==> src/rtl/instruction_loader.sv <==
// Byte-stream program loader: packs big-endian bytes into words, writes them to instruction RAM,
// and holds fetch stalled until HALT is written. Optional macro: LOADER_CHECKSUM_EN.
module instruction_loader #(
    parameter int unsigned   len        = 32,
    parameter int unsigned   ADDR_WIDTH = 11,
    parameter logic [len-1:0] HALT_WORD = {len{1'b1}}
) (
    input  logic                  clk,
    input  logic                  reset,
    input  logic                  in_start,
    input  logic [7:0]            in_byte,
    input  logic                  in_byte_valid,
    output logic                  out_byte_ready,
    output logic                  out_wr_en,
    output logic [len-1:0]        out_wr_addr,
    output logic [len-1:0]        out_wr_data,
    output logic                  out_loading,
    output logic                  out_done,
    output logic                  out_error,
    output logic [ADDR_WIDTH:0]   out_word_count
);

    localparam int unsigned BYTES = len / 8;
    localparam int unsigned IDX_W = (BYTES > 1) ? $clog2(BYTES) : 1;
    localparam int unsigned CNT_W = ADDR_WIDTH + 1;
    localparam logic [CNT_W-1:0] MEM_WORDS = CNT_W'(1) << ADDR_WIDTH;

    typedef enum logic [2:0] {
        S_IDLE,
        S_RECV,
        S_WRITE,
        S_DONE,
        S_ERROR
`ifdef LOADER_CHECKSUM_EN
        , S_CHECK
`endif
    } state_t;

    state_t             state_q, state_d;
    logic [IDX_W-1:0]   byte_idx_q, byte_idx_d;
    logic [len-1:0]     shift_q, shift_d;
    logic [CNT_W-1:0]   count_q, count_d;
    logic               ready_q, ready_d;
    logic               wr_en_q, wr_en_d;
    logic [len-1:0]     wr_addr_q, wr_addr_d;
    logic [len-1:0]     wr_data_q, wr_data_d;
    logic               loading_q, loading_d;
    logic               done_q, done_d;
    logic               error_q, error_d;
`ifdef LOADER_CHECKSUM_EN
    logic [len-1:0]     xor_q, xor_d;
`endif

    logic [len-1:0]     shift_nx;
    logic               xfer;
    logic               last_byte;

    always_ff @(posedge clk or negedge reset) begin
        if (!reset) begin
            state_q    <= S_IDLE;
            byte_idx_q <= '0;
            shift_q    <= '0;
            count_q    <= '0;
            ready_q    <= 1'b0;
            wr_en_q    <= 1'b0;
            wr_addr_q  <= '0;
            wr_data_q  <= '0;
            loading_q  <= 1'b0;
            done_q     <= 1'b0;
            error_q    <= 1'b0;
`ifdef LOADER_CHECKSUM_EN
            xor_q      <= '0;
`endif
        end else begin
            state_q    <= state_d;
            byte_idx_q <= byte_idx_d;
            shift_q    <= shift_d;
            count_q    <= count_d;
            ready_q    <= ready_d;
            wr_en_q    <= wr_en_d;
            wr_addr_q  <= wr_addr_d;
            wr_data_q  <= wr_data_d;
            loading_q  <= loading_d;
            done_q     <= done_d;
            error_q    <= error_d;
`ifdef LOADER_CHECKSUM_EN
            xor_q      <= xor_d;
`endif
        end
    end

    always_comb begin
        state_d    = state_q;
        byte_idx_d = byte_idx_q;
        shift_d    = shift_q;
        count_d    = count_q;
        wr_en_d    = 1'b0;
        wr_addr_d  = wr_addr_q;
        wr_data_d  = wr_data_q;
        loading_d  = loading_q;
        done_d     = done_q;
        error_d    = error_q;
`ifdef LOADER_CHECKSUM_EN
        xor_d      = xor_q;
`endif
        shift_nx   = (shift_q << 8) | len'(in_byte);
        xfer       = in_byte_valid && ready_q;
        last_byte  = (byte_idx_q == IDX_W'(BYTES - 1));

        case (state_q)
            S_IDLE, S_DONE, S_ERROR: begin
                if (in_start) begin
                    state_d    = S_RECV;
                    count_d    = '0;
                    byte_idx_d = '0;
                    shift_d    = '0;
                    done_d     = 1'b0;
                    error_d    = 1'b0;
                    loading_d  = 1'b1;
`ifdef LOADER_CHECKSUM_EN
                    xor_d      = '0;
`endif
                end
            end
            S_RECV: begin
                if (xfer) begin
                    shift_d = shift_nx;
                    if (last_byte) begin
                        byte_idx_d = '0;
                        state_d    = S_WRITE;
                        wr_en_d    = 1'b1;
                        wr_addr_d  = len'({count_q, 2'b00});
                        wr_data_d  = shift_nx;
                    end else begin
                        byte_idx_d = byte_idx_q + IDX_W'(1);
                    end
                end
            end
            S_WRITE: begin
                count_d = count_q + CNT_W'(1);
`ifdef LOADER_CHECKSUM_EN
                xor_d   = xor_q ^ shift_q;
`endif
                // HALT wins over the memory-full check
                if (shift_q == HALT_WORD) begin
`ifdef LOADER_CHECKSUM_EN
                    state_d   = S_CHECK;
`else
                    state_d   = S_DONE;
                    loading_d = 1'b0;
                    done_d    = 1'b1;
`endif
                end else if (count_d == MEM_WORDS) begin
                    state_d   = S_ERROR;
                    loading_d = 1'b0;
                    error_d   = 1'b1;
                end else begin
                    state_d   = S_RECV;
                end
            end
`ifdef LOADER_CHECKSUM_EN
            S_CHECK: begin
                if (xfer) begin
                    shift_d = shift_nx;
                    if (last_byte) begin
                        byte_idx_d = '0;
                        loading_d  = 1'b0;
                        if (shift_nx == xor_q) begin
                            state_d = S_DONE;
                            done_d  = 1'b1;
                        end else begin
                            state_d = S_ERROR;
                            error_d = 1'b1;
                        end
                    end else begin
                        byte_idx_d = byte_idx_q + IDX_W'(1);
                    end
                end
            end
`endif
            default: state_d = S_IDLE;
        endcase

`ifdef LOADER_CHECKSUM_EN
        ready_d = (state_d == S_RECV) || (state_d == S_CHECK);
`else
        ready_d = (state_d == S_RECV);
`endif
    end

    assign out_byte_ready = ready_q;
    assign out_wr_en      = wr_en_q;
    assign out_wr_addr    = wr_addr_q;
    assign out_wr_data    = wr_data_q;
    assign out_loading    = loading_q;
    assign out_done       = done_q;
    assign out_error      = error_q;
    assign out_word_count = count_q;

endmodule

==> config.mk <==
export PLATFORM = sky130hd
export DESIGN_NAME = instruction_loader
export DESIGN_NICKNAME = d
export VERILOG_FILES = /design/src/rtl/instruction_loader.sv
export SDC_FILE = /design/constraint.sdc
export NUM_CORES = 1
export LEC_CHECK = 0
export CAP_MARGIN = 20
export CORE_ASPECT_RATIO = 1.4
export CORE_MARGIN = 5
export CORE_UTILIZATION = 40
export DETAILED_ROUTE_END_ITERATION = 8
export DONT_BUFFER_PORTS = 1
export PLACE_DENSITY = 0.64
export SLEW_MARGIN = 20
export SYNTH_ARGS = -nofsm -noshare
export SYNTH_HDL_FRONTEND = slang
export SYNTH_SLANG_ARGS = --single-unit
==> constraint.sdc <==
create_clock -name clk -period 2.2 [get_ports clk]
set_input_delay 0.22 -clock clk [delete_from_list [all_inputs] [get_ports clk]]
set_output_delay 0.22 -clock clk [all_outputs]
set_load 0.01 [all_outputs]
# [Word level (Yosys, flattened, before mapping)]
# Cells that the tools add are included.
[word_totals] register_bits=98 latchBits=0 ram_bits=0 romBits=0 in_bits=12 out_inout_bits=81 elab_cells=67 memories=0
[op_classes] addsub=2 multipliers=0 n_div=0 n_lt_le_gt_ge=0 n_eq_ne=14 shifts=0 mux=28 bitwise=1 n_reduce_logical=11
[ops] op="32-bit two-way mux" count=2
[ops] op="32-bit one-hot mux with 2 select lines" count=1
[ops] op="32-bit equality test, second input constant" count=1
[ops] op="32-bit by 8-bit OR with 32-bit output" count=1
[ops] op="12-bit one-hot mux with 2 select lines" count=1
[ops] op="3-bit two-way mux" count=5
[ops] op="12-bit by 1-bit adder with 12-bit output, second input constant" count=1
[ops] op="12-bit equality test, second input constant" count=1
[ops] op="12-bit two-way mux" count=1
[ops] op="3-bit AND reduction" count=4
[ops] op="1-bit two-way mux" count=10
[ops] op="2-bit inequality test, second input constant" count=5
[ops] op="3-bit one-hot mux with 3 select lines" count=1
[ops] op="3-bit by 1-bit equality test with 1-bit output, second input constant" count=2
[ops] op="3-bit by 2-bit equality test with 1-bit output, second input constant" count=2
[ops] op="2-bit two-way mux" count=3
[ops] op="1-bit one-hot mux with 2 select lines" count=3
[ops] op="2-bit one-hot mux with 2 select lines" count=1
[ops] op="4-bit AND reduction" count=1
[ops] op="2-bit nonzero test" count=2
[ops] op="3-bit equality test, second input constant" count=1
[ops] op="3-bit logical NOT" count=1
[ops] op="3-bit inequality test, second input constant" count=1
[ops] op="3-bit OR reduction" count=1
[ops] op="other kinds (4)" count=4

# [Longest topological paths before layout]
# Gate-level depths: netlist of run 1.
[logic_depth] ltp_word=6 ltp_mapped=9 ltp_nobuf=7

# [Least setup slack after synthesis of run 1]
# OpenSTA, ideal clock, no wires.
[synth_timing] path_type="reg-to-reg" startpoint="register count_q[0], in the netlist out_word_count[0]" endpoint="register state_q[0]" setup_ps=126 arrival_time_ps=1916 t_required_ps=2074 slack_ps=158 stages_incl_launch_ff=9 n_path_buf=1 synth_period_minus_slack_ps=2042 path_cell_list="dfrtp_1 > ha_1 > and2_1 > clkbuf_1 > o21ai_0 > nand3_1 > a22oi_2 > nand4_1 > a221o_1"
[synth_via] elab_chain_len=5
[synth_lines] item="start, declared" line_no="42" text="logic [CNT_W-1:0] count_q, count_d;"
[synth_lines] item="start signal, assigned" line_no="78" text="count_q <= count_d;"
[synth_lines] item="12-bit by 1-bit adder with 12-bit output" line_no="140" text="count_d = count_q + CNT_W'(1);"
[synth_lines] item="12-bit equality test" line_no="153" text="end else if (count_d == MEM_WORDS) begin"
[synth_lines] item="3-bit two-way mux" line_no="153"
[synth_lines] item="3-bit two-way mux" line_no="145" text="if (shift_q == HALT_WORD) begin"
[synth_lines] item="3-bit one-hot mux with 3 select lines" line_no="110" text="case (state_q)"
[synth_lines] item="net state_d[0]" line_no="39" text="state_t state_q, state_d;"
[synth_lines] item="end signal, assigned" line_no="75" text="state_q <= state_d;"
[synth_lines] item="end, declared" line_no="39"
# The timed path passes the listed nets, and every way through them passes these cells.
# A chain may end at the register's enable or synchronous reset.

# [Worst setup path after layout of run 1]
# Ends and elaborated chain as after synthesis.

==> flow_summary.json, run 1 <==
{
  "areaGrowthSynthToFinish_pct": 11.3,
  "design.final.nets": 440,
  "die_h_um": 133,
  "max_cap_viol_count": 0,
  "yosys_warnings": 0,
  "worst_ep_arrival_time_ps": 2240,
  "dr.pass1.iters": 6,
  "antenna_found_initial": 0,
  "synth_area_per_cell_um2": 10.5,
  "cts.reportedPaths.clkPinSlew_ps": 70,
  "antenna_cells_inserted": 0,
  "synth-seq-cells": 98,
  "critPathCaptureType": "flop",
  "yosys-top-cells-count": "sky130_fd_sc_hd__dfrtp_1 (98), sky130_fd_sc_hd__nand2_1 (87), sky130_fd_sc_hd__o21ai_0 (54), sky130_fd_sc_hd__mux2_2 (43), sky130_fd_sc_hd__buf_4 (20)",
  "die_width_um": 98.2,
  "via_count_of_the_first_global_routing_pass": 2962,
  "most_frequently_used_cell_type_in_the_post_synthesis_netlist": "sky130_fd_sc_hd__dfrtp_1",
  "cts_htree_levels": 3,
  "critPathKind": "flop to flop",
  "worstPathBufferInverterCount": 0,
  "worst_pin_slew_ps": 557,
  "cts_hold_buffers": 6,
  "synthesis.area_um2": 4360,
  "required_ps": 2420,
  "coreArea_um2": 10800,
  "placementRows": 45,
  "dp_hpwl_um": 6460,
  "clock_tree.buffer_depth": 2,
  "power.ir.vdd_worst_uv": 519,
  "clk_root_buffer_cell": "sky130_fd_sc_hd__clkbuf_16",
  "period_utilization": 0.917,
  "postRouteWirelength_um": 9400,
  "post_synth_main_area_contributors": "sky130_fd_sc_hd__dfrtp_1 (56%), sky130_fd_sc_hd__mux2_2 (11%), sky130_fd_sc_hd__nand2_1 (7.5%), sky130_fd_sc_hd__o21ai_0 (6.2%), sky130_fd_sc_hd__buf_4 (3.4%)",
  "ff2ff_path_depth": 7,
  "pin_count_of_the_biggest_net_entering_global_routing": 99,
  "grt_pass1_wl_um": 15500,
  "outcome": "finished with violations",
  "hold_viol": 98,
  "initial_utilization": 0.405,
  "crit_path_top_delay_cell": "sky130_fd_sc_hd__dfrtp_1",
  "clock_skew_ps": 5.70,
  "max_clock_freq_mhz": 496,
  "slew_headroom": 0.628,
  "total_power_mw": 5.56,
  "die-area_um2": 13100,
  "grtUsageTotal": 0.147,
  "final.min_clock_period_ps": 2020,
  "cts_tree": "built",
  "clock-sinks": 98,
  "crit_path_cell_trace": "ha_1 -> and2_1 -> o21ai_0 -> nand3_1 -> a22oi_2 -> nand4_1 -> a221o_1",
  "dominantRegCellSynth": "sky130_fd_sc_hd__dfrtp_1",
  "synth.largest_area_cell": "sky130_fd_sc_hd__dfrtp_1",
  "drtIter0Drc": 95,
  "syn-instance-count": 416,
  "timing.final.max_slew_violations": 0,
  "seq_area_frac_synth": 0.563,
  "post_cts.resized_instances": 0,
  "p_leak_nw": 2.25,
  "drc": 0,
  "ys_async_sr_fraction": 1.00,
  "cp_top_family": "compound AO/OA/AOI/OAI gates",
  "synth.top_cell.area_share": 0.563,
  "post_cts.repair.setup_buffers": 0,
  "num_io_pins": 93,
  "drive_above_1_share": 0.188,
  "num_cts_buffers": 9,
  "route.vias.total": 2956,
  "global_route.overflow_total": 0,
  "timing.critical_path.slowest_cell_delay_ps": 390,
  "wl_per_cell_um": 16.5,
  "critical_path_cell_count": 7,
  "rsz0062_at_grt": "false",
  "port-buffer-count": 0,
  "layout.core_utilization": 0.451,
  "via_per_inst": 5.18,
  "number_of_enable_flip_flop_cells_after_synthesis": 0,
  "finalSetupTns_ps": 0,
  "rrSetupSlack_ps": 180,
  "crit_path_max_fanout": 7,
  "postRouteAntennaNets": 0,
  "synth_cell_types": 38,
  "placed_cells": 549,
  "timing.hold.worst.class": "primary input to asynchronous set/reset pin",
  "setup_viol": 0,
  "violations_in_the_final_reports": "negative hold slack",
  "power.density_nw_per_um2": 1150,
  "critPathLaunchType": "flop",
  "post_layout_nonfiller_instances": 571,
  "worstSkewPairLatency_ps": 340,
  "gp_congestion": 0.816,
  "fin_worst_hold_slack_ps": -430
}
routing by layer:
layer	track usage	vias to the layer above	share of wire
li1	-	1418	-
met1	0.173	1449	0.40
met2	0.254	76	0.53
met3	0.0393	13	0.058
met4	0.0607	0	0.019
met5	0	-	0
placed cells by master, fill, tap and decap left out, types with 3 or more instances in the layout:
cell type                       count
sky130_fd_sc_hd__mux2_2            43
sky130_fd_sc_hd__conb_1            20
sky130_fd_sc_hd__nand3_1           11
sky130_fd_sc_hd__nand2_1           86
sky130_fd_sc_hd__dfrtp_1           98
sky130_fd_sc_hd__nand2b_1           3
sky130_fd_sc_hd__and2_1             3
sky130_fd_sc_hd__nand4_1           13
sky130_fd_sc_hd__nor2_1            16
sky130_fd_sc_hd__o21ai_0           54
sky130_fd_sc_hd__a21oi_1           11
sky130_fd_sc_hd__inv_1              5
sky130_fd_sc_hd__ha_1               3
sky130_fd_sc_hd__dlygate4sd3_1      6
sky130_fd_sc_hd__buf_4             14
sky130_fd_sc_hd__nand4b_1           3
sky130_fd_sc_hd__clkbuf_16          9
stage by stage:
step,area [um^2],hold slack (ps),setup slack (ps)
2_1_floorplan,4430,-75.6,158
3_3_place_gp,4490,-70.4,258
3_5_place_dp,4490,-70.1,199
4_1_cts,4850,-441,196
5_1_grt,4850,-450,75.4
6_report,4850,-430,184
final cells by class:
class | count | area, um^2
multi-input cells | 290 | 1720
fillers | 995 | 5900
inverters | 5 | 18.8
clock buffers | 10 | 229
repair buffers | 21 | 185
clock inverters | 6 | 66.3
well taps | 141 | 176
flip-flops and latches | 98 | 2450
path summary, 6_finish.rpt:
path / endpoint / startpoint
min in group clk: shift_q[6] / in_byte[6]
worst min-delay path: shift_q[29] / reset
worst max-delay path: state_q[0] / out_word_count[0]
max in group asynchronous: out_wr_data[2] / reset
worst min register to register: byte_idx_q[0] / byte_idx_q[0]
worst max register to register: state_q[0] / out_word_count[0]
logic make-up after synthesis:
kind of cell	count (synthesis)	synth area share
buffers and inverters	47	0.0603
AO/OA/AOI/OAI	77	0.0976
multiplexers	43	0.111
XOR/XNOR	1	0.00201
adder cells (fa/ha/maj)	3	0.00862
flip-flops	98	0.563
AND/OR/NAND/NOR	146	0.157
other	1	0.000861
power by group:
group | internal [mW] | switching, mW
logic | 0.491 | 0.577
registers | 2.34 | 0.592
clock network | 0.886 | 0.674
total | 3.72 | 1.84
sequential cells by signal, summed over array words and instances, names as in the netlist:
register and count:
out_error 1, out_word_count 12, shift_q 32, state_q 3
out_loading 1, out_byte_ready 1, out_wr_en 1, out_wr_data 32
byte_idx_q 2, out_wr_addr 12, out_done 1
(Power assumes the default switching activity.)
==> run 2: changes to the inputs <==
- SKIP_LAST_GASP: unset -> 1
- SLEW_MARGIN: 20 -> 10
==> results of run 2 <==
No change in the layout: final DEF, timing and power equal those of run 1.
==> run 3: changes to the inputs <==
- GPL_ROUTABILITY_DRIVEN: unset -> 0
- clock period: 2.2 -> 2.6 ns (I/O delays scaled with it)
==> run 3 against run 2 <==
  * The run now ends clean
  * Fmax fell by 7.3%
  * Design area fell by 0.90%
  * Power fell by 12%
  * Final cell count fell by 2.5%
  * Routed wire length fell by 0.89%
  * Register-to-register slack improved by 240 ps
  * Clock skew fell by 0.81 ps
==> flow_summary.json, run 3 (same netlist as run 1, synthesis figures left out) <==
{
  "finalSetupTns_ps": 0,
  "worst_pin_slew_ps": 763,
  "cp_top_family": "compound AO/OA/AOI/OAI gates",
  "initial_utilization": 0.405,
  "clk_root_buffer_cell": "sky130_fd_sc_hd__clkbuf_16",
  "crit_path_max_fanout": 8,
  "fin_ws_ps": 426,
  "rsz0062_at_grt": "false",
  "period_utilization": 0.836,
  "via_count_of_the_first_global_routing_pass": 2952,
  "post_place_setup_slack_ps": 438,
  "mostFrequentLayoutCell": "sky130_fd_sc_hd__dfrtp_1",
  "hold_viol": 0,
  "timing.hold.worst.class": "primary input to flop",
  "route.vias.total": 2917,
  "die_h_um": 133,
  "num_io_pins": 93,
  "outcome": "complete, no violations",
  "postRouteAntennaNets": 0,
  "dp_hpwl_um": 6280,
  "wl_per_cell_um": 16.7,
  "timing.hold.worst_endpoint": "shift_q[5]",
  "worst_ep_arrival_time_ps": 2400,
  "required_ps": 2830,
  "drtIter0Drc": 171,
  "die-area_um2": 13100,
  "postRouteWirelength_um": 9320,
  "num_cts_buffers": 9,
  "slew_headroom": 0.492,
  "grt_pass1_wl_um": 15500,
  "critPathLaunchType": "flop",
  "placed_cells": 538,
  "critPathKind": "flop to flop",
  "worstSkewPairLatency_ps": 340,
  "drive_above_1_share": 0.173,
  "antenna_found_initial": 0,
  "whs_path_depth": 2,
  "design.final.nets": 426,
  "via_per_inst": 5.24,
  "cts_htree_levels": 3,
  "clock-sinks": 98,
  "cts_tree": "built",
  "die_width_um": 98.2,
  "timing.critical_path.slowest_cell_delay_ps": 490,
  "final.min_clock_period_ps": 2170,
  "rrSetupSlack_ps": 430,
  "pin_count_of_the_biggest_net_entering_global_routing": 99,
  "crit_start": "out_word_count[0]",
  "coreArea_um2": 10800,
  "antenna_cells_inserted": 0,
  "max_clock_freq_mhz": 460,
  "clock_tree.buffer_depth": 2,
  "critical_path.reg2reg.startpoint": "out_word_count[0]",
  "post_layout_nonfiller_instances": 557,
  "crit_path_cell_trace": "ha_1 -> and2_1 -> o21ai_0 -> nand3_1 -> a22oi_2 -> nand4_1 -> a221o_1",
  "timing.final.max_slew_violations": 0,
  "post_cts.repair.setup_buffers": 0,
  "fin_worst_hold_slack_ps": 35.1,
  "max_cap_viol_count": 0,
  "dr.pass1.iters": 4,
  "placementRows": 45,
  "power.density_nw_per_um2": 1020,
  "grtUsageTotal": 0.148,
  "total_power_mw": 4.89,
  "power.ir.vdd_worst_uv": 557,
  "hold_start": "in_byte[5]",
  "crit_path_top_delay_cell": "sky130_fd_sc_hd__dfrtp_1",
  "post_cts.resized_instances": 0,
  "clock_skew_ps": 4.89,
  "areaGrowthSynthToFinish_pct": 10.3,
  "p_leak_nw": 2.21,
  "ff2ff_path_depth": 7,
  "worstPathBufferInverterCount": 0,
  "commonest_cells_after_routing_fill_and_taps_aside": "sky130_fd_sc_hd__dfrtp_1 (98), sky130_fd_sc_hd__nand2_1 (86), sky130_fd_sc_hd__o21ai_0 (54)",
  "cts.reportedPaths.clkPinSlew_ps": 70,
  "global_route.overflow_total": 0,
  "drc": 0,
  "critPathCaptureType": "flop",
  "setup_viol": 0,
  "timing.rr.end": "state_q[0]",
  "port-buffer-count": 0
}
==> run 3: cell types whose count changed in the layout (fill, tap and decap cells not counted) <==
cell                            before  now
sky130_fd_sc_hd__buf_16              0    1
sky130_fd_sc_hd__clkinv_4            2    0
sky130_fd_sc_hd__clkbuf_1            1    0
sky130_fd_sc_hd__clkinv_2            2    1
sky130_fd_sc_hd__dlygate4sd3_1       6    2
sky130_fd_sc_hd__buf_4              14    3
sky130_fd_sc_hd__inv_6               1    3
sky130_fd_sc_hd__bufinv_16           1    3
==> run 3: how the worst max path moves through the flow <==
stage	to	cells after the start	slack (ps)
2_1_floorplan	state_q[0]	8	560
3_3_place_gp	state_q[0]	7	510
3_5_place_dp	state_q[0]	7	440
4_1_cts	state_q[0]	7	420
5_1_grt	state_q[0]	7	290
6_report	state_q[0]	7	430
==> run 3: layout make-up <==
| type | count | area (um^2) |
|---|---|---|
| Timing Repair Buffer | 7 | 90.1 |
| Fill cell | 1001 | 5950 |
| Sequential cell | 98 | 2450 |
| Inverter | 5 | 18.8 |
| Tap cell | 141 | 176 |
| Multi-Input combinational cell | 290 | 1720 |
| Clock buffer | 9 | 225 |
| Clock inverter | 7 | 121 |
==> run 3: stage by stage <==
stage / area, um^2 / utilization
after CTS: 4810 / 0.447
final: 4810 / 0.447
after detailed placement: 4410 / 0.410
after global placement: 4410 / 0.410
after global routing: 4810 / 0.447
after floorplan: 4430 / -
==> run 3: report_power, final <==
part           internal (mW)  leakage (nW)  switching, mW
clock                  0.949         0.171          0.583
combinational          0.374         0.741          0.472
sequential              1.98          1.30          0.533
total                   3.30          2.21           1.59
==> run 3: layer usage <==
layer | vias up | track usage | wire [um]
met4 | 0 | 0.0562 | 112
met3 | 7 | 0.0456 | 647
met2 | 94 | 0.252 | 4890
met5 | - | 0 | 0
met1 | 1430 | 0.176 | 3660
li1 | 1386 | - | -
==> run 3: repair_timing <==
item	4_1_cts	5_1_grt
endpoints found under the hold margin	99	0
hold buffers	3	0
endpoints found under the setup margin	0	0
